[src/rtl/axi_mem_window_pkg.sv]
// axi_mem_window_pkg: response codes and error-responder state types shared by the window bridge
package axi_mem_window_pkg;
    localparam logic [1:0] RESP_OKAY   = 2'b00;
    localparam logic [1:0] RESP_DECERR = 2'b11;
    typedef enum logic {R_IDLE, R_ERR} rd_state_e;
    typedef enum logic [1:0] {W_IDLE, W_DATA, W_RESP} wr_state_e;
endpackage

[src/rtl/axi_mem_window_err.sv]
// axi_mem_window_err: local responder answering out-of-window bursts with DECERR
module axi_mem_window_err #(
    parameter int ID_W = 6
) (
    input  logic            i_clock,
    input  logic            i_reset,
    input  logic            i_ar_take,
    input  logic [ID_W-1:0] i_ar_id,
    input  logic [7:0]      i_ar_len,
    input  logic            i_r_ready,
    input  logic            i_aw_take,
    input  logic [ID_W-1:0] i_aw_id,
    input  logic            i_w_valid,
    input  logic            i_w_last,
    input  logic            i_b_ready,
    output logic            o_rd_idle,
    output logic            o_r_valid,
    output logic            o_r_last,
    output logic [ID_W-1:0] o_r_id,
    output logic            o_wr_idle,
    output logic            o_w_ready,
    output logic            o_b_valid,
    output logic [ID_W-1:0] o_b_id
);
    import axi_mem_window_pkg::*;

    rd_state_e       r_rstate;
    wr_state_e       r_wstate;
    logic [8:0]      r_beats;
    logic [ID_W-1:0] r_rid;
    logic [ID_W-1:0] r_bid;

    // Read error FSM: take the rejected AR, then emit len+1 DECERR beats
    always_ff @(posedge i_clock) begin
        if (i_reset) begin
            r_rstate <= R_IDLE;
            r_beats  <= '0;
            r_rid    <= '0;
        end else if (r_rstate == R_IDLE) begin
            if (i_ar_take) begin
                r_rstate <= R_ERR;
                r_rid    <= i_ar_id;
                r_beats  <= 9'(i_ar_len) + 9'd1;
            end
        end else if (i_r_ready) begin
            r_beats <= r_beats - 9'd1;
            if (r_beats == 9'd1)
                r_rstate <= R_IDLE;
        end
    end

    // Write error FSM: swallow the W beats of a rejected burst, then give one DECERR
    always_ff @(posedge i_clock) begin
        if (i_reset) begin
            r_wstate <= W_IDLE;
            r_bid    <= '0;
        end else begin
            case (r_wstate)
                W_IDLE: if (i_aw_take) begin
                    r_wstate <= W_DATA;
                    r_bid    <= i_aw_id;
                end
                W_DATA: if (i_w_valid && i_w_last) r_wstate <= W_RESP;
                W_RESP: if (i_b_ready) r_wstate <= W_IDLE;
                default: r_wstate <= W_IDLE;
            endcase
        end
    end

    assign o_rd_idle = (r_rstate == R_IDLE);
    assign o_r_valid = (r_rstate == R_ERR);
    assign o_r_last  = (r_beats == 9'd1);
    assign o_r_id    = r_rid;
    assign o_wr_idle = (r_wstate == W_IDLE);
    assign o_w_ready = (r_wstate == W_DATA);
    assign o_b_valid = (r_wstate == W_RESP);
    assign o_b_id    = r_bid;
endmodule

[src/rtl/axi_mem_window.sv]
// axi_mem_window: AXI4 window check, address rebase and outstanding-burst limiter with DECERR responder
module axi_mem_window #(
    parameter int                ADDR_W   = 32,
    parameter int                DATA_W   = 64,
    parameter int                ID_W     = 6,
    parameter logic [ADDR_W-1:0] WIN_BASE = 32'h8000_0000,
    parameter logic [ADDR_W-1:0] WIN_SIZE = 32'h1000_0000,
    parameter logic [ADDR_W-1:0] DST_BASE = 32'h1000_0000,
    parameter int                MAX_OUT  = 4
) (
    input  logic                clock,
    input  logic                reset,
    input  logic                i_s_ar_valid,
    output logic                o_s_ar_ready,
    input  logic [ADDR_W-1:0]   i_s_ar_addr,
    input  logic [ID_W-1:0]     i_s_ar_id,
    input  logic [7:0]          i_s_ar_len,
    input  logic [2:0]          i_s_ar_size,
    input  logic [1:0]          i_s_ar_burst,
    input  logic [3:0]          i_s_ar_cache,
    input  logic                i_s_ar_lock,
    input  logic [2:0]          i_s_ar_prot,
    input  logic [3:0]          i_s_ar_qos,
    input  logic                i_s_aw_valid,
    output logic                o_s_aw_ready,
    input  logic [ADDR_W-1:0]   i_s_aw_addr,
    input  logic [ID_W-1:0]     i_s_aw_id,
    input  logic [7:0]          i_s_aw_len,
    input  logic [2:0]          i_s_aw_size,
    input  logic [1:0]          i_s_aw_burst,
    input  logic [3:0]          i_s_aw_cache,
    input  logic                i_s_aw_lock,
    input  logic [2:0]          i_s_aw_prot,
    input  logic [3:0]          i_s_aw_qos,
    input  logic                i_s_w_valid,
    output logic                o_s_w_ready,
    input  logic [DATA_W-1:0]   i_s_w_data,
    input  logic [DATA_W/8-1:0] i_s_w_strb,
    input  logic                i_s_w_last,
    output logic                o_s_r_valid,
    input  logic                i_s_r_ready,
    output logic [DATA_W-1:0]   o_s_r_data,
    output logic [ID_W-1:0]     o_s_r_id,
    output logic [1:0]          o_s_r_resp,
    output logic                o_s_r_last,
    output logic                o_s_b_valid,
    input  logic                i_s_b_ready,
    output logic [ID_W-1:0]     o_s_b_id,
    output logic [1:0]          o_s_b_resp,
    output logic                o_m_ar_valid,
    input  logic                i_m_ar_ready,
    output logic [ADDR_W-1:0]   o_m_ar_addr,
    output logic [ID_W-1:0]     o_m_ar_id,
    output logic [7:0]          o_m_ar_len,
    output logic [2:0]          o_m_ar_size,
    output logic [1:0]          o_m_ar_burst,
    output logic [3:0]          o_m_ar_cache,
    output logic                o_m_ar_lock,
    output logic [2:0]          o_m_ar_prot,
    output logic [3:0]          o_m_ar_qos,
    output logic                o_m_aw_valid,
    input  logic                i_m_aw_ready,
    output logic [ADDR_W-1:0]   o_m_aw_addr,
    output logic [ID_W-1:0]     o_m_aw_id,
    output logic [7:0]          o_m_aw_len,
    output logic [2:0]          o_m_aw_size,
    output logic [1:0]          o_m_aw_burst,
    output logic [3:0]          o_m_aw_cache,
    output logic                o_m_aw_lock,
    output logic [2:0]          o_m_aw_prot,
    output logic [3:0]          o_m_aw_qos,
    output logic                o_m_w_valid,
    input  logic                i_m_w_ready,
    output logic [DATA_W-1:0]   o_m_w_data,
    output logic [DATA_W/8-1:0] o_m_w_strb,
    output logic                o_m_w_last,
    input  logic                i_m_r_valid,
    output logic                o_m_r_ready,
    input  logic [DATA_W-1:0]   i_m_r_data,
    input  logic [ID_W-1:0]     i_m_r_id,
    input  logic [1:0]          i_m_r_resp,
    input  logic                i_m_r_last,
    input  logic                i_m_b_valid,
    output logic                o_m_b_ready,
    input  logic [ID_W-1:0]     i_m_b_id,
    input  logic [1:0]          i_m_b_resp
);
    import axi_mem_window_pkg::*;

    localparam int            CW    = $clog2(MAX_OUT + 1);
    localparam logic [CW-1:0] W_MAX = CW'(MAX_OUT);

    logic [CW-1:0]     r_rd_out;
    logic [CW-1:0]     r_wr_out;
    logic [CW-1:0]     r_wpend;
    logic [ADDR_W-1:0] w_ar_off;
    logic [ADDR_W-1:0] w_aw_off;
    logic              w_run;
    logic              w_ar_in;
    logic              w_aw_in;
    logic              w_ar_open;
    logic              w_aw_open;
    logic              w_w_open;
    logic              w_ar_take;
    logic              w_aw_take;
    logic              w_ar_hs;
    logic              w_aw_hs;
    logic              w_r_done;
    logic              w_w_done;
    logic              w_b_hs;
    logic              w_rd_idle;
    logic              w_wr_idle;
    logic              w_err_r_valid;
    logic              w_err_r_last;
    logic [ID_W-1:0]   w_err_r_id;
    logic              w_err_w_ready;
    logic              w_err_b_valid;
    logic [ID_W-1:0]   w_err_b_id;

    // Every valid/ready is forced low while reset is high, even before state has cleared
    assign w_run = !reset;

    // Window test on the burst start address only; the offset doubles as the rebase term
    assign w_ar_off = i_s_ar_addr - WIN_BASE;
    assign w_aw_off = i_s_aw_addr - WIN_BASE;
    assign w_ar_in  = (i_s_ar_addr >= WIN_BASE) && (w_ar_off < WIN_SIZE);
    assign w_aw_in  = (i_s_aw_addr >= WIN_BASE) && (w_aw_off < WIN_SIZE);

    // A full counter blocks its channel even when a decrement lands in the same cycle
    assign w_ar_open = w_run && w_rd_idle && (r_rd_out < W_MAX);
    assign w_aw_open = w_run && w_wr_idle && (r_wr_out < W_MAX);
    assign w_w_open  = w_run && w_wr_idle && (r_wpend != '0);

    // Rejected bursts are only accepted once all downstream traffic has drained
    assign w_ar_take = w_run && w_rd_idle && i_s_ar_valid && !w_ar_in && (r_rd_out == '0);
    assign w_aw_take = w_run && w_wr_idle && i_s_aw_valid && !w_aw_in && (r_wr_out == '0) && (r_wpend == '0);

    assign o_m_ar_valid = i_s_ar_valid && w_ar_in && w_ar_open;
    assign o_s_ar_ready = (w_ar_in && w_ar_open && i_m_ar_ready) || w_ar_take;
    assign o_m_ar_addr  = w_ar_off + DST_BASE;
    assign o_m_ar_id    = i_s_ar_id;
    assign o_m_ar_len   = i_s_ar_len;
    assign o_m_ar_size  = i_s_ar_size;
    assign o_m_ar_burst = i_s_ar_burst;
    assign o_m_ar_cache = i_s_ar_cache;
    assign o_m_ar_lock  = i_s_ar_lock;
    assign o_m_ar_prot  = i_s_ar_prot;
    assign o_m_ar_qos   = i_s_ar_qos;

    assign o_m_aw_valid = i_s_aw_valid && w_aw_in && w_aw_open;
    assign o_s_aw_ready = (w_aw_in && w_aw_open && i_m_aw_ready) || w_aw_take;
    assign o_m_aw_addr  = w_aw_off + DST_BASE;
    assign o_m_aw_id    = i_s_aw_id;
    assign o_m_aw_len   = i_s_aw_len;
    assign o_m_aw_size  = i_s_aw_size;
    assign o_m_aw_burst = i_s_aw_burst;
    assign o_m_aw_cache = i_s_aw_cache;
    assign o_m_aw_lock  = i_s_aw_lock;
    assign o_m_aw_prot  = i_s_aw_prot;
    assign o_m_aw_qos   = i_s_aw_qos;

    // W only flows downstream behind an already-issued AW
    assign o_m_w_valid = i_s_w_valid && w_w_open;
    assign o_s_w_ready = (w_w_open && i_m_w_ready) || (w_run && w_err_w_ready);
    assign o_m_w_data  = i_s_w_data;
    assign o_m_w_strb  = i_s_w_strb;
    assign o_m_w_last  = i_s_w_last;

    // R/B come from downstream while idle, from the local responder otherwise
    assign o_m_r_ready = w_run && w_rd_idle && i_s_r_ready;
    assign o_s_r_valid = w_run && (w_rd_idle ? i_m_r_valid : w_err_r_valid);
    assign o_s_r_data  = w_rd_idle ? i_m_r_data : '0;
    assign o_s_r_id    = w_rd_idle ? i_m_r_id : w_err_r_id;
    assign o_s_r_resp  = w_rd_idle ? i_m_r_resp : RESP_DECERR;
    assign o_s_r_last  = w_rd_idle ? i_m_r_last : w_err_r_last;

    assign o_m_b_ready = w_run && w_wr_idle && i_s_b_ready;
    assign o_s_b_valid = w_run && (w_wr_idle ? i_m_b_valid : w_err_b_valid);
    assign o_s_b_id    = w_wr_idle ? i_m_b_id : w_err_b_id;
    assign o_s_b_resp  = w_wr_idle ? i_m_b_resp : RESP_DECERR;

    assign w_ar_hs  = o_m_ar_valid && i_m_ar_ready;
    assign w_aw_hs  = o_m_aw_valid && i_m_aw_ready;
    assign w_r_done = i_m_r_valid && o_m_r_ready && i_m_r_last;
    assign w_w_done = o_m_w_valid && i_m_w_ready && i_s_w_last;
    assign w_b_hs   = i_m_b_valid && o_m_b_ready;

    // Outstanding-burst counters; a simultaneous increment and decrement cancel out
    always_ff @(posedge clock) begin
        if (reset) begin
            r_rd_out <= '0;
            r_wr_out <= '0;
            r_wpend  <= '0;
        end else begin
            r_rd_out <= r_rd_out + CW'(w_ar_hs) - CW'(w_r_done);
            r_wr_out <= r_wr_out + CW'(w_aw_hs) - CW'(w_b_hs);
            r_wpend  <= r_wpend + CW'(w_aw_hs) - CW'(w_w_done);
        end
    end

    axi_mem_window_err #(.ID_W(ID_W)) u_err (
        .i_clock   (clock),
        .i_reset   (reset),
        .i_ar_take (w_ar_take),
        .i_ar_id   (i_s_ar_id),
        .i_ar_len  (i_s_ar_len),
        .i_r_ready (i_s_r_ready),
        .i_aw_take (w_aw_take),
        .i_aw_id   (i_s_aw_id),
        .i_w_valid (i_s_w_valid),
        .i_w_last  (i_s_w_last),
        .i_b_ready (i_s_b_ready),
        .o_rd_idle (w_rd_idle),
        .o_r_valid (w_err_r_valid),
        .o_r_last  (w_err_r_last),
        .o_r_id    (w_err_r_id),
        .o_wr_idle (w_wr_idle),
        .o_w_ready (w_err_w_ready),
        .o_b_valid (w_err_b_valid),
        .o_b_id    (w_err_b_id)
    );
endmodule

[config.mk]
export PLATFORM = sky130hd
export DESIGN_NAME = axi_mem_window
export DESIGN_NICKNAME = d
export VERILOG_FILES = /design/src/rtl/axi_mem_window_pkg.sv /design/src/rtl/axi_mem_window_err.sv /design/src/rtl/axi_mem_window.sv
export SDC_FILE = /design/constraint.sdc
export NUM_CORES = 1
export LEC_CHECK = 0
export CORE_AREA = 2 2 226 228
export CTS_BUF_LIST = sky130_fd_sc_hd__clkbuf_4
export DETAILED_ROUTE_END_ITERATION = 6
export DIE_AREA = 0 0 228 230
export PLACE_DENSITY = 0.36
export SYNTH_ARGS = -nofsm -noshare
export SYNTH_HDL_FRONTEND = slang
export SYNTH_HIERARCHICAL = 1
export SYNTH_SLANG_ARGS = --single-unit
[constraint.sdc]
create_clock -name clock -period 3.6 [get_ports clock]
set_input_delay 0.54 -clock clock [delete_from_list [all_inputs] [get_ports clock]]
set_output_delay 0.54 -clock clock [all_outputs]
set_load 0.05 [all_outputs]
# Word-level counts from Yosys, hierarchy flattened

Index checks and enable logic that the tools add are counted.
Widths: inputs -> output; s select.

Output and inout port bits: 290
ROM bits: 0
Bits in writable memories: 0
Memories kept: 0
Logic and storage cells: 106
Latch bits: 0
Register bits after elaboration: 33

Shift operators: 0
Eq/ne operators: 7
Div/mod/pow operators: 0
Add/subtract/negate cells: 12
Muxes and demuxes: 19
Bitwise operators: 1
$lt $le $gt $ge: 6
$mul: 0
Reduce and logical (&&, ||, !) cells: 53

Operator list:

| kind                   | count |
|---|---|
| $add 32x29->32 const B | 2 |
| $ge 32x32->1 const B   | 2 |
| $lt 32x29->1 const B   | 2 |
| $mux 64                | 1 |
| $sub 32x32->32 const B | 2 |
| $logic_and 1x1->1      | 37 |
| $mux 9                 | 3 |
| $mux 6                 | 2 |
| $mux 2                 | 5 |
| $add 3x1->3            | 3 |
| $add 8x1->9 const B    | 1 |
| $eq 9x1->1 const B     | 1 |
| $logic_not 3->1        | 3 |
| $sub 3x1->3            | 3 |
| $sub 9x1->9 const B    | 1 |
| $mux 1                 | 7 |
| $lt 3x3->1 const B     | 2 |
| $ne 2x2->1 const B     | 3 |
| $pmux 2 s3             | 1 |
| $reduce_and 2->1       | 3 |
| $logic_not 1->1        | 3 |
| $logic_or 1x1->1       | 3 |
| $reduce_and 3->1       | 1 |
| $reduce_bool 3->1      | 1 |
| other kinds (6)        | 6 |

# Longest topological paths before layout

Gate-level depths: netlist of run 1.

Depth in word-level cells: 9
Gate-level depth with buffers: 11

# Modules after synthesis

The synthesis of run 1 kept the hierarchy.

By module, submodules not included:

| module             | times used | sequential area each (um^2) | cells each | area each (um^2) |
|---|---|---|---|---|
| axi_mem_window     | 1          | 180.2                       | 376        | 2857.7 |
| axi_mem_window_err | 1          | 480.5                       | 148        | 1246.2 |

# Least setup slack after synthesis of run 1

No wires, ideal clock.

Kind: input-to-reg
Start point: input port i_s_ar_addr[28]
End point: register r_rd_out[2]
Required time: 3.472 ns
Buffers on the path: 0
Arrival: 3.142 ns
Cell stages on the path: 11
Setup slack: 0.330 ns
Library setup time: 0.128 ns
Cell sequence: inv_1 ha_1 and3b_1 nor3b_2 nand2_1 ha_1 inv_1 ha_1 fa_1 xnor2_1 nor2_1

Cells in the longest elaborated chain, start to end: 8
Elaborated cells on any way between the ends: 9

RTL lines:

| what                               | RTL line              | RTL |
|---|---|---|
| start, declared                    | axi_mem_window.sv:15  | `input logic [ADDR_W-1:0] i_s_ar_addr,` |
| $sub 32x32->32                     | axi_mem_window.sv:124 | `assign w_ar_off = i_s_ar_addr - WIN_BASE;` |
| $lt 32x29->1                       | axi_mem_window.sv:126 | `assign w_ar_in = (i_s_ar_addr >= WIN_BASE) && (w_ar_off < WIN_SIZE);` |
| $logic_and 1x1->1 (*)              | axi_mem_window.sv:126 |  |
| $logic_and 1x1->1 (*) (2 in a row) | axi_mem_window.sv:138 | `assign o_m_ar_valid = i_s_ar_valid && w_ar_in && w_ar_open;` |
| via o_m_ar_valid                   | axi_mem_window.sv:50  | `output logic o_m_ar_valid,` |
| $logic_and 1x1->1 (*)              | axi_mem_window.sv:182 | `assign w_ar_hs = o_m_ar_valid && i_m_ar_ready;` |
| $add 3x1->3 (*)                    | axi_mem_window.sv:195 | `r_rd_out <= r_rd_out + CW'(w_ar_hs) - CW'(w_r_done);` |
| $sub 3x1->3 (*)                    | axi_mem_window.sv:195 |  |
| end signal, assigned               | axi_mem_window.sv:195 |  |
| end, declared                      | axi_mem_window.sv:93  | `logic [CW-1:0] r_rd_out;` |

The timed path passes the listed nets; every way through them passes the cells marked *.
A chain may end at the register's enable or synchronous reset.

# Worst setup path after layout of run 1

Start point: register u_err.r_beats[4]
End point: output port o_s_r_last

Cells in the longest elaborated chain, start to end: 2

RTL lines:

| what                   | RTL line                 | RTL |
|---|---|---|
| start, declared        | axi_mem_window_err.sv:29 | `logic [8:0] r_beats;` |
| start signal, assigned | axi_mem_window_err.sv:43 | `r_beats <= 9'(i_ar_len) + 9'd1;` |
| start signal, assigned | axi_mem_window_err.sv:46 | `r_beats <= r_beats - 9'd1;` |
| $eq 9x1->1             | axi_mem_window_err.sv:72 | `assign o_r_last = (r_beats == 9'd1);` |
| via w_err_r_last       | axi_mem_window.sv:114    | `logic w_err_r_last;` |
| $mux 1                 | axi_mem_window.sv:175    | `assign o_s_r_last = w_rd_idle ? i_m_r_last : w_err_r_last;` |
| end, declared          | axi_mem_window.sv:45     | `output logic o_s_r_last,` |

The timed path passes the listed nets, and every way through them passes these cells.

==> impl_results.md, run 1 <==
* Setup Skew at 0.0106 ns
* Router iterations before antenna repair at 4
* I/O pins at around 580
* Max incr delay on CP at roughly 0.81 ns
* Die H at 230 µm
* Post-synth ARST share at 0%
* Initial antenna violation count at 3
* Crit start category: flip-flop
* Worst-path clk slew at around 0.14 ns
* Clk_lat worst skew at roughly 0.4 ns
* Hold Crit Class: input port to flip-flop
* Fin Hold WS at around 0.46 ns
* Drt first-iter violations at a little under 70
* Top cells by area, synth: buf_4, dfxtp_1, and2_1, ha_1, mux2_2
* P per Cell Area at roughly 320 nW/µm²
* Largest delay share family, worst path: buffers and inverters
* Area grow syn2layout at 44.4%
* Commonest non-fill, non-tap cell in the layout: clkdlybuf4s50_1
* Post-route minimum period at ~3.2 ns
* Number of global-route vias before repair at approximately 3900
* Fin util at 11.9%
* CTS tree: built
* Layer with the highest usage: met2
* First-pass GRT wire length at between 20000 and 30000 µm
* Max VDD drop at 0.101 mV
* Worst Path Arrival at about 2.6 ns
* LEAKAGE at around 2.1 nW
* Final Hold Vio Count at 0
* Post-CTS Hold Buffers at 0
* Mean post-synth cell area at between 7 and 8 µm²
* Setup CP Type: flip-flop to primary output
* Synthesized cell area at roughly 4100 µm²
* Root buffer cell: clkbuf_4
* Design area at about 5900 µm²
* Library cells used by synthesis at 53
* FMAX at 317 MHz
* Met3 usage at between 3 and 4%
* Bufs and invs on worst path at 1
* Area after DPL at slightly below 6000 µm²
* # nets final at 878
* Final setup TNS at 0 ns
* Number of flops mapped to enable cells by yosys at 0
* Sink Count at 33
* Hpwl dp at roughly 18000 µm
* Maximum fanout along the worst path at 7
* Status: complete, no violations
* Critical Path End Type: primary output
* GR met2 Demand/Resource at between 10% and 20%
* Routed via count at between 3000 and 4000
* Post-synth top flop: dfxtp_1
* Setup bufs post-CTS at 0
* Wire per inst at 16.6 µm
* Sequential cell area fraction in the yosys report at 16.1%
* Die ar. at 52400 µm²
* Commonest cells after routing, fill and taps aside: clkdlybuf4s50_1, and2_1, dfxtp_1, nor2_1, nand2_1
* Largest net degree at the start of global routing at 69
* Pins Over Slew Limit at 0
* Placer Congestion at roughly 0.73
* Total GRT Usage at 7.72%
* CP Cell Sequence: nor3_2, nand4b_1, nor2_1, mux2_2, clkdlybuf4s50_1
* Total Wirelength at 20700 µm
* Flop and latch count out of synthesis at 33
* R2R Setup Slk at 1.09 ns
* Initial Util at between 8 and 9%
* Routed Antenna Nets at 0
* Syn. warnings at 6
* Post-route non-filler standard cell count at 1244
* Critical path's slowest cell: clkdlybuf4s50_1
* Placed cells at 1235
* Dominant cell type by area after synthesis: buf_4
* Setup violations, final at 0
* Core area at roughly 50000 µm²
* Mapped Cells at ~520
* Vias per inst at about 2.9
* GR Util met1 at under 10%
* # port buffers at between 200 and 250
* Pre-CTS WS at roughly 0.4 ns
* CTS resizes at 0
* Top cell type's share of synthesized area at about a third
* Power Total at 1.89 mW
* Tightest Pin Transition at 0.618 ns
* CP required at roughly 3.1 ns
* Final worst slack at between 0.4 and 0.5 ns
* Fin crit share at 87.5%
* CTS H-tree depth at 2
* Slew margin rel. at 58.7%
* Remaining Overflow, GRT at 0
* Share of layout cells above drive strength 1 at 9.98%
* Die Width at between 200 and 250 µm
* MaxCap Viol Count at 0
* Mapped Nets at ~830
* Max clock buf depth at 2
* RSZ-0062 raised after global routing: false
* DRC viols at 0
* Num CTS Buffers at 5
* Rows at 82
-- final cells by class --
type	instances	area (µm²)
Antenna cell	1	2.50
Clock buffer	5	37.5
Clock inverter	3	46.3
Fill cell	5797	43900
Inverter	16	60.1
Multi-Input combinational cell	267	1860
Sequential cell	33	661
Tap cell	672	841
Timing Repair Buffer	247	2420
-- layer usage --
| metal | routed length [µm] | vias to the layer above |
|---|---|---|
| met2 | 11000 | 288 |
| li1 | - | 1587 |
| met5 | 63 | - |
| met3 | 2060 | 80 |
| met4 | 875 | 6 |
| met1 | 6660 | 1586 |
-- registers in the layout, indices dropped and copies added, names as in the netlist --
| name | count |
|---|---|
| u_err/r_wstate | 2 |
| u_err/r_beats | 9 |
| r_wpend | 3 |
| r_rd_out | 3 |
| u_err/o_b_id | 6 |
| r_wr_out | 3 |
| u_err/o_r_valid | 1 |
| u_err/o_r_id | 6 |
-- cells by family after synthesis --
kind of cell / Yosys count / synth area share [%]
buffers and inverters: 224 / 38.6
AND/OR/NAND/NOR: 178 / 24.6
AO/OA/AOI/OAI: 34 / 5.82
flip-flops: 33 / 16.1
multiplexers: 22 / 5.79
XOR/XNOR: 17 / 3.63
adder cells (fa/ha/maj): 16 / 5.43
-- power breakdown --
part	switching, mW	internal [mW]
Sequential	0.0280	0.396
Combinational	0.701	0.437
Clock	0.178	0.147
Total	0.907	0.980
-- synth_stat cells, drive strengths merged, types with 8 or more instances --
library cell / n
buf: 199
and2: 68
dfxtp: 33
nor2: 27
nand2: 25
inv: 16
mux2: 14
ha: 13
a21oi: 11
nand3: 10
nor2b: 9
xor2: 9
clkbuf: 8
mux2i: 8
xnor2: 8
-- worst paths after layout --
kind | startpoint | end | cells after the start
max reg2reg | u_err/o_r_valid | r_rd_out[2] | 10
min reg2reg | u_err/o_r_id[2] | u_err/o_r_id[2] | 2
max | u_err/r_beats[4] | o_s_r_last | 5
min | reset | u_err/r_wstate[1] | 2
No activity file was read; power rests on OpenSTA's default activity.
==> run 2: changes to the inputs <==
- PLACE_DENSITY: 0.36 -> 0.44
==> run 2 against run 1 <==
Routed wire length fell by 1.7%; global-route usage fell by 0.11 points; highest routed layer unchanged; critical path type unchanged; critical path depth fell by 1; worst setup slack got worse by 0.11 ns; sequential power rose by 1%; total power barely moved; first-iteration DRC count fell by 1.5%; combinational power barely moved; sequential share of layout area barely moved.
==> impl_results.md, run 2 (synthesis results as in run 1) <==
* Post-CTS Hold Buffers at 0 (unchanged)
* # nets final at 876 (-0.23%)
* Final Hold Vio Count at 0 (unchanged)
* I/O pins at 582 (unchanged)
* Wire per inst at 16.4 µm (-1.6%)
* Setup bufs post-CTS at 0 (unchanged)
* Sink Count at 33 (unchanged)
* Total GRT Usage at 7.61% (-0.11 points)
* Critical Path End Type: primary output
* Commonest cells after routing, fill and taps aside: clkdlybuf4s50_1, and2_1, dfxtp_1, nor2_1, nand2_1
* R2R Setup Slk at 0.80 ns (-0.29 ns)
* Fin crit share at 90.5% (+3.0 points)
* Fin Hold WS at 0.470 ns (+0.00803 ns)
* FMAX at 307 MHz (-3.3%)
* Total Wirelength at 20300 µm (-1.7%)
* Root buffer cell: clkbuf_4
* Hpwl dp at 17400 µm (-0.98%)
* Maximum fanout along the worst path at 67 (+60)
* Critical path's slowest cell: clkdlybuf4s50_1
* CP Cell Sequence: inv_2, buf_12, mux2_2, clkdlybuf4s50_1
* CP required at 3.06 ns (about the same)
* Reg with most FFs: u_err/r_beats
* DRC viols at 0 (unchanged)
* Commonest non-fill, non-tap cell in the layout: clkdlybuf4s50_1
* Power Total at 1.89 mW (about the same)
* CTS H-tree depth at 2 (unchanged)
* Sequential Area at 661 µm² (unchanged)
* Hold Crit Class: flip-flop to flip-flop
* Worst Path Arrival at 2.72 ns (+0.11 ns)
* Tightest Pin Transition at 0.711 ns (+0.0929 ns)
* Routed via count at 3522 (-0.70%)
* Area grow syn2layout at 45.0%
* Setup violations, final at 0 (unchanged)
* Pins Over Slew Limit at 0 (unchanged)
* Multi-input gate area at 1860 µm² (unchanged)
* Die ar. at 52400 µm² (unchanged)
* Final setup TNS at 0 ns (unchanged)
* Vias per inst at 2.84 (-0.54%)
* Die Width at 228 µm (unchanged)
* Filler instances at 5793 (-0.069%)
* Core area at 49900 µm² (unchanged)
* Initial Util at 8.23% (unchanged)
* Crit start category: flip-flop
* Rows at 82 (unchanged)
* RSZ-0062 raised after global routing: false
* Max incr delay on CP at 0.84 ns (+0.03 ns)
* Remaining Overflow, GRT at 0 (unchanged)
* Worst-path clk slew at 0.13 ns (about the same)
* Clk_lat worst skew at 0.40 ns (about the same)
* Router iterations before antenna repair at 4 (unchanged)
* Max clock buf depth at 2 (unchanged)
* Setup Skew at 0.00428 ns (-0.00628 ns)
* Post-route minimum period at 3.26 ns (+0.107 ns)
* Placer Congestion at 0.742 (+1.8%)
* Largest net degree at the start of global routing at 68 (-1.4%)
* # port buffers at 241 (unchanged)
* Setup CP Type: flip-flop to primary output
* Max FFs per register at 9 (unchanged)
* Share of layout cells above drive strength 1 at 7.03% (-3.0 points)
* LEAKAGE at 2.05 nW (-1.2%)
* MaxCap Viol Count at 0 (unchanged)
* Slew margin rel. at 52.5% (-6.2 points)
* Number of global-route vias before repair at 3721 (-3.6%)
* First-pass GRT wire length at 28000 µm (-1.3%)
* CTS resizes at 0 (unchanged)
* CTS tree: built
* Num CTS Buffers at 5 (unchanged)
* Routed Antenna Nets at 0 (unchanged)
* Initial antenna violation count at 2 (-1)
* Die H at 230 µm (unchanged)
* P per Cell Area at 317 nW/µm² (-0.35%)
* Status: complete, no violations
* Max VDD drop at 0.130 mV (+29%)
* Drt first-iter violations at 67 (-1.5%)
* Fin util at 11.9% (+0.045 points)
==> run 2: cell types whose count changed in the layout (fill, tap and decap cells not counted), sizes merged <==
cell | previous run | this run
clkdlybuf4s50 | 222 | 237
buf | 25 | 8
==> run 2: worst paths after layout <==
check,start,to,cells after the start
worst min register to register,u_err/o_r_id[5],u_err/o_r_id[5],2
worst max register to register,u_err/o_r_valid,r_rd_out[2],10
worst min-delay path,u_err/o_r_id[5],u_err/o_r_id[5],2
worst max-delay path,u_err/o_r_valid,o_s_r_id[5],4
==> run 2: metrics by stage <==
| stage | setup WS, ns | instances | area [µm²] |
|---|---|---|---|
| after floorplan | 0.330 | 524 | 4100 |
| after global placement | 0.457 | 1233 | 5860 |
| after detailed placement | 0.391 | 1233 | 5860 |
| after CTS | 0.166 | 1241 | 5950 |
| after global routing | 0.0770 | 1242 | 5950 |
| final | 0.342 | 1242 | 5950 |
==> run 2: per-layer routing <==
layer | wire length (µm) | part of all wire, % | GRT usage (%)
met5 | 57 | 0.28 | 0.735
met3 | 2160 | 11 | 3.48
met1 | 6700 | 33 | 7.08
met4 | 952 | 4.7 | 4.08
met2 | 10500 | 51 | 13.8
==> run 2: worst max-delay path, delay by kind of cell (launching register included) <==
kind / cells / cell delay [ns]
buffers and inverters: 3 / 1.31
flip-flops: 1 / 0.69
multiplexers: 1 / 0.26
==> run 2: layout make-up <==
| class | instances | share of cell area, % |
|---|---|---|
| Timing Repair Buffer | 245 | 41.1 |
| Tap cell | 672 | 14.1 |
| Clock inverter | 3 | 0.778 |
| Inverter | 16 | 1.01 |
| Clock buffer | 5 | 0.631 |
| Sequential cell | 33 | 11.1 |
| Antenna cell | 1 | 0.0421 |
| Multi-Input combinational cell | 267 | 31.3 |
==> run 2: power breakdown <==
group          leakage (nW)  total [mW]  internal (mW)  switching [mW]
clock network        0.0414       0.326          0.147           0.179
logic                  1.74        1.13          0.440           0.693
registers             0.269       0.429          0.396          0.0324
==> run 3: changes to the inputs <==
- PLACE_DENSITY: 0.44 -> default
==> run 3 against run 2 <==
Non-clock buffer count up 1; combinational power about the same; worst setup slack worse by 0.034 ns; via count up 1.6%; largest power group unchanged; cell count up 0.16%; global-route usage up 0.42 points; total power up 0.53%.
==> impl_results.md, run 3 (synthesis results as in run 1) <==
* Post-CTS Hold Buffers at 0 (unchanged)
* Commonest non-fill, non-tap cell in the layout: clkdlybuf4s50_1
* CTS tree: built
* Slew margin rel. at 55.3% (+2.8 points)
* Initial antenna violation count at 5 (+3)
* Post-route non-filler standard cell count at 1244 (+0.16%)
* CP Cell Sequence: inv_2, buf_12, mux2_2, clkdlybuf4s50_1
* Largest delay share family, worst path: buffers and inverters
* Max VDD drop at 0.140 mV (+7.7%)
* LEAKAGE at 2.07 nW (+0.87%)
* Fin crit share at 91.4% (+0.94 points)
* Setup bufs post-CTS at 0 (unchanged)
* Maximum fanout along the worst path at 58 (-13%)
* # port buffers at 241 (unchanged)
* P per Cell Area at 320 nW/µm² (+0.91%)
* Root buffer cell: clkbuf_4
* Number of global-route vias before repair at 3865 (+3.9%)
* Routed via count at 3577 (+1.6%)
* Pins Over Slew Limit at 0 (unchanged)
* Setup violations, final at 0 (unchanged)
* Sequential Area at 661 µm² (unchanged)
* Core area at 49900 µm² (unchanged)
* Largest net degree at the start of global routing at 59 (-13%)
* Design area at 5930 µm² (-0.38%)
* Placed cells at 1234 (+0.081%)
* Pre-CTS WS at 0.385 ns (-0.00588 ns)
* Initial Util at 8.23% (unchanged)
* Fin Hold WS at 0.469 ns (-0.000857 ns)
* I/O pins at 582 (unchanged)
* Tightest Pin Transition at 0.668 ns (-0.0425 ns)
* Worst-path clk slew at 0.14 ns (about the same)
* Die ar. at 52400 µm² (unchanged)
* Total GRT Usage at 8.03% (+0.42 points)
* Die H at 230 µm (unchanged)
* Reg with most FFs: u_err/r_beats
* DRC viols at 0 (unchanged)
* Placer Congestion at 0.791 (+6.7%)
* Power Total at 1.90 mW (+0.53%)
* Final worst slack at 0.308 ns (-0.0340 ns)
* Sink Count at 33 (unchanged)
* Remaining Overflow, GRT at 0 (unchanged)
* First-pass GRT wire length at 29300 µm (+4.3%)
* Total Wirelength at 21700 µm (+6.4%)
* Crit start category: flip-flop
* Hold Crit Class: flip-flop to flip-flop
* Num CTS Buffers at 5 (unchanged)
* Setup CP Type: flip-flop to primary output
* Fin util at 11.9% (-0.045 points)
* Worst Path Arrival at 2.75 ns (+0.03 ns)
* Routed Antenna Nets at 0 (unchanged)
* Setup Skew at 0.00990 ns (+0.00562 ns)
* Hpwl dp at 18700 µm (+7.9%)
* RSZ-0062 raised after global routing: false
* Rows at 82 (unchanged)
* CTS resizes at 0 (unchanged)
* Final Hold Vio Count at 0 (unchanged)
* Clk_lat worst skew at 0.40 ns (about the same)
* Critical Path End Type: primary output
* Area after DPL at 5840 µm² (-0.43%)
* Share of layout cells above drive strength 1 at 9.47% (+2.4 points)
* Drt first-iter violations at 79 (+18%)
* Filler instances at 5795 (+0.035%)
* Vias per inst at 2.88 (+1.4%)
* Multi-input gate area at 1860 µm² (unchanged)
* Router iterations before antenna repair at 4 (unchanged)
* Area grow syn2layout at 44.4%
* Status: complete, no violations
* Post-route minimum period at 3.29 ns (+0.0340 ns)
* R2R Setup Slk at 0.78 ns (-0.02 ns)
* Max FFs per register at 9 (unchanged)
* Final setup TNS at 0 ns (unchanged)
* # nets final at 877 (+0.11%)
* Die Width at 228 µm (unchanged)
* Bufs and invs on worst path at 3 (unchanged)
* Max incr delay on CP at 0.84 ns (about the same)
* MaxCap Viol Count at 0 (unchanged)
* Commonest cells after routing, fill and taps aside: clkdlybuf4s50_1, and2_1, dfxtp_1, nor2_1, nand2_1
* CTS H-tree depth at 2 (unchanged)
* Critical path's slowest cell: clkdlybuf4s50_1
* Max clock buf depth at 2 (unchanged)
* CP required at 3.06 ns (about the same)
* FMAX at 304 MHz (-1.0%)
* Wire per inst at 17.4 µm (+6.3%)
==> run 3: cell count changes in the layout (fill, tap and decap cells not counted) <==
cell | previous run | this run
buf_4 | 6 | 20
clkdlybuf4s50_1 | 237 | 224
diode_2 | 1 | 2
==> run 3: power by group <==
group	internal (mW)	leakage [nW]	switching (mW)	total, mW
logic	0.437	1.76	0.708	1.15
clock network	0.147	0.0414	0.178	0.324
registers	0.396	0.269	0.0320	0.428
==> run 3: worst paths after layout <==
check	from	endpoint	depth (start not counted)
hold reg to reg	u_err/o_r_id[5]	u_err/o_r_id[5]	2
setup / recovery	u_err/o_r_valid	o_s_r_id[5]	4
setup reg to reg	u_err/o_r_valid	r_rd_out[2]	10
hold / removal	u_err/o_r_id[5]	u_err/o_r_id[5]	2
==> run 3: area by class of cell <==
class                   count  share of cell area, %
repair buffers            246                   40.8
flip-flops and latches     33                   11.1
well taps                 672                   14.2
diodes                      2                 0.0844
clock inverters             3                  0.781
clock buffers               5                  0.633
multi-input cells         267                   31.4
inverters                  16                   1.01
==> run 3: worst min-delay path, cell delays in order, from the launching register on <==
cell,delay (ns)
dfxtp_1,0.33
nand2_1,0.05
a21oi_1,0.05
==> run 3: routing by layer <==
layer  global-route usage [%]  vias up  part of all wire, %
li1                         -     1590                    -
met1                     6.81     1632                   32
met2                     15.7      276                   54
met3                     3.45       75                  9.7
met4                     4.29        4                  4.4
met5                        0        -                 0.15
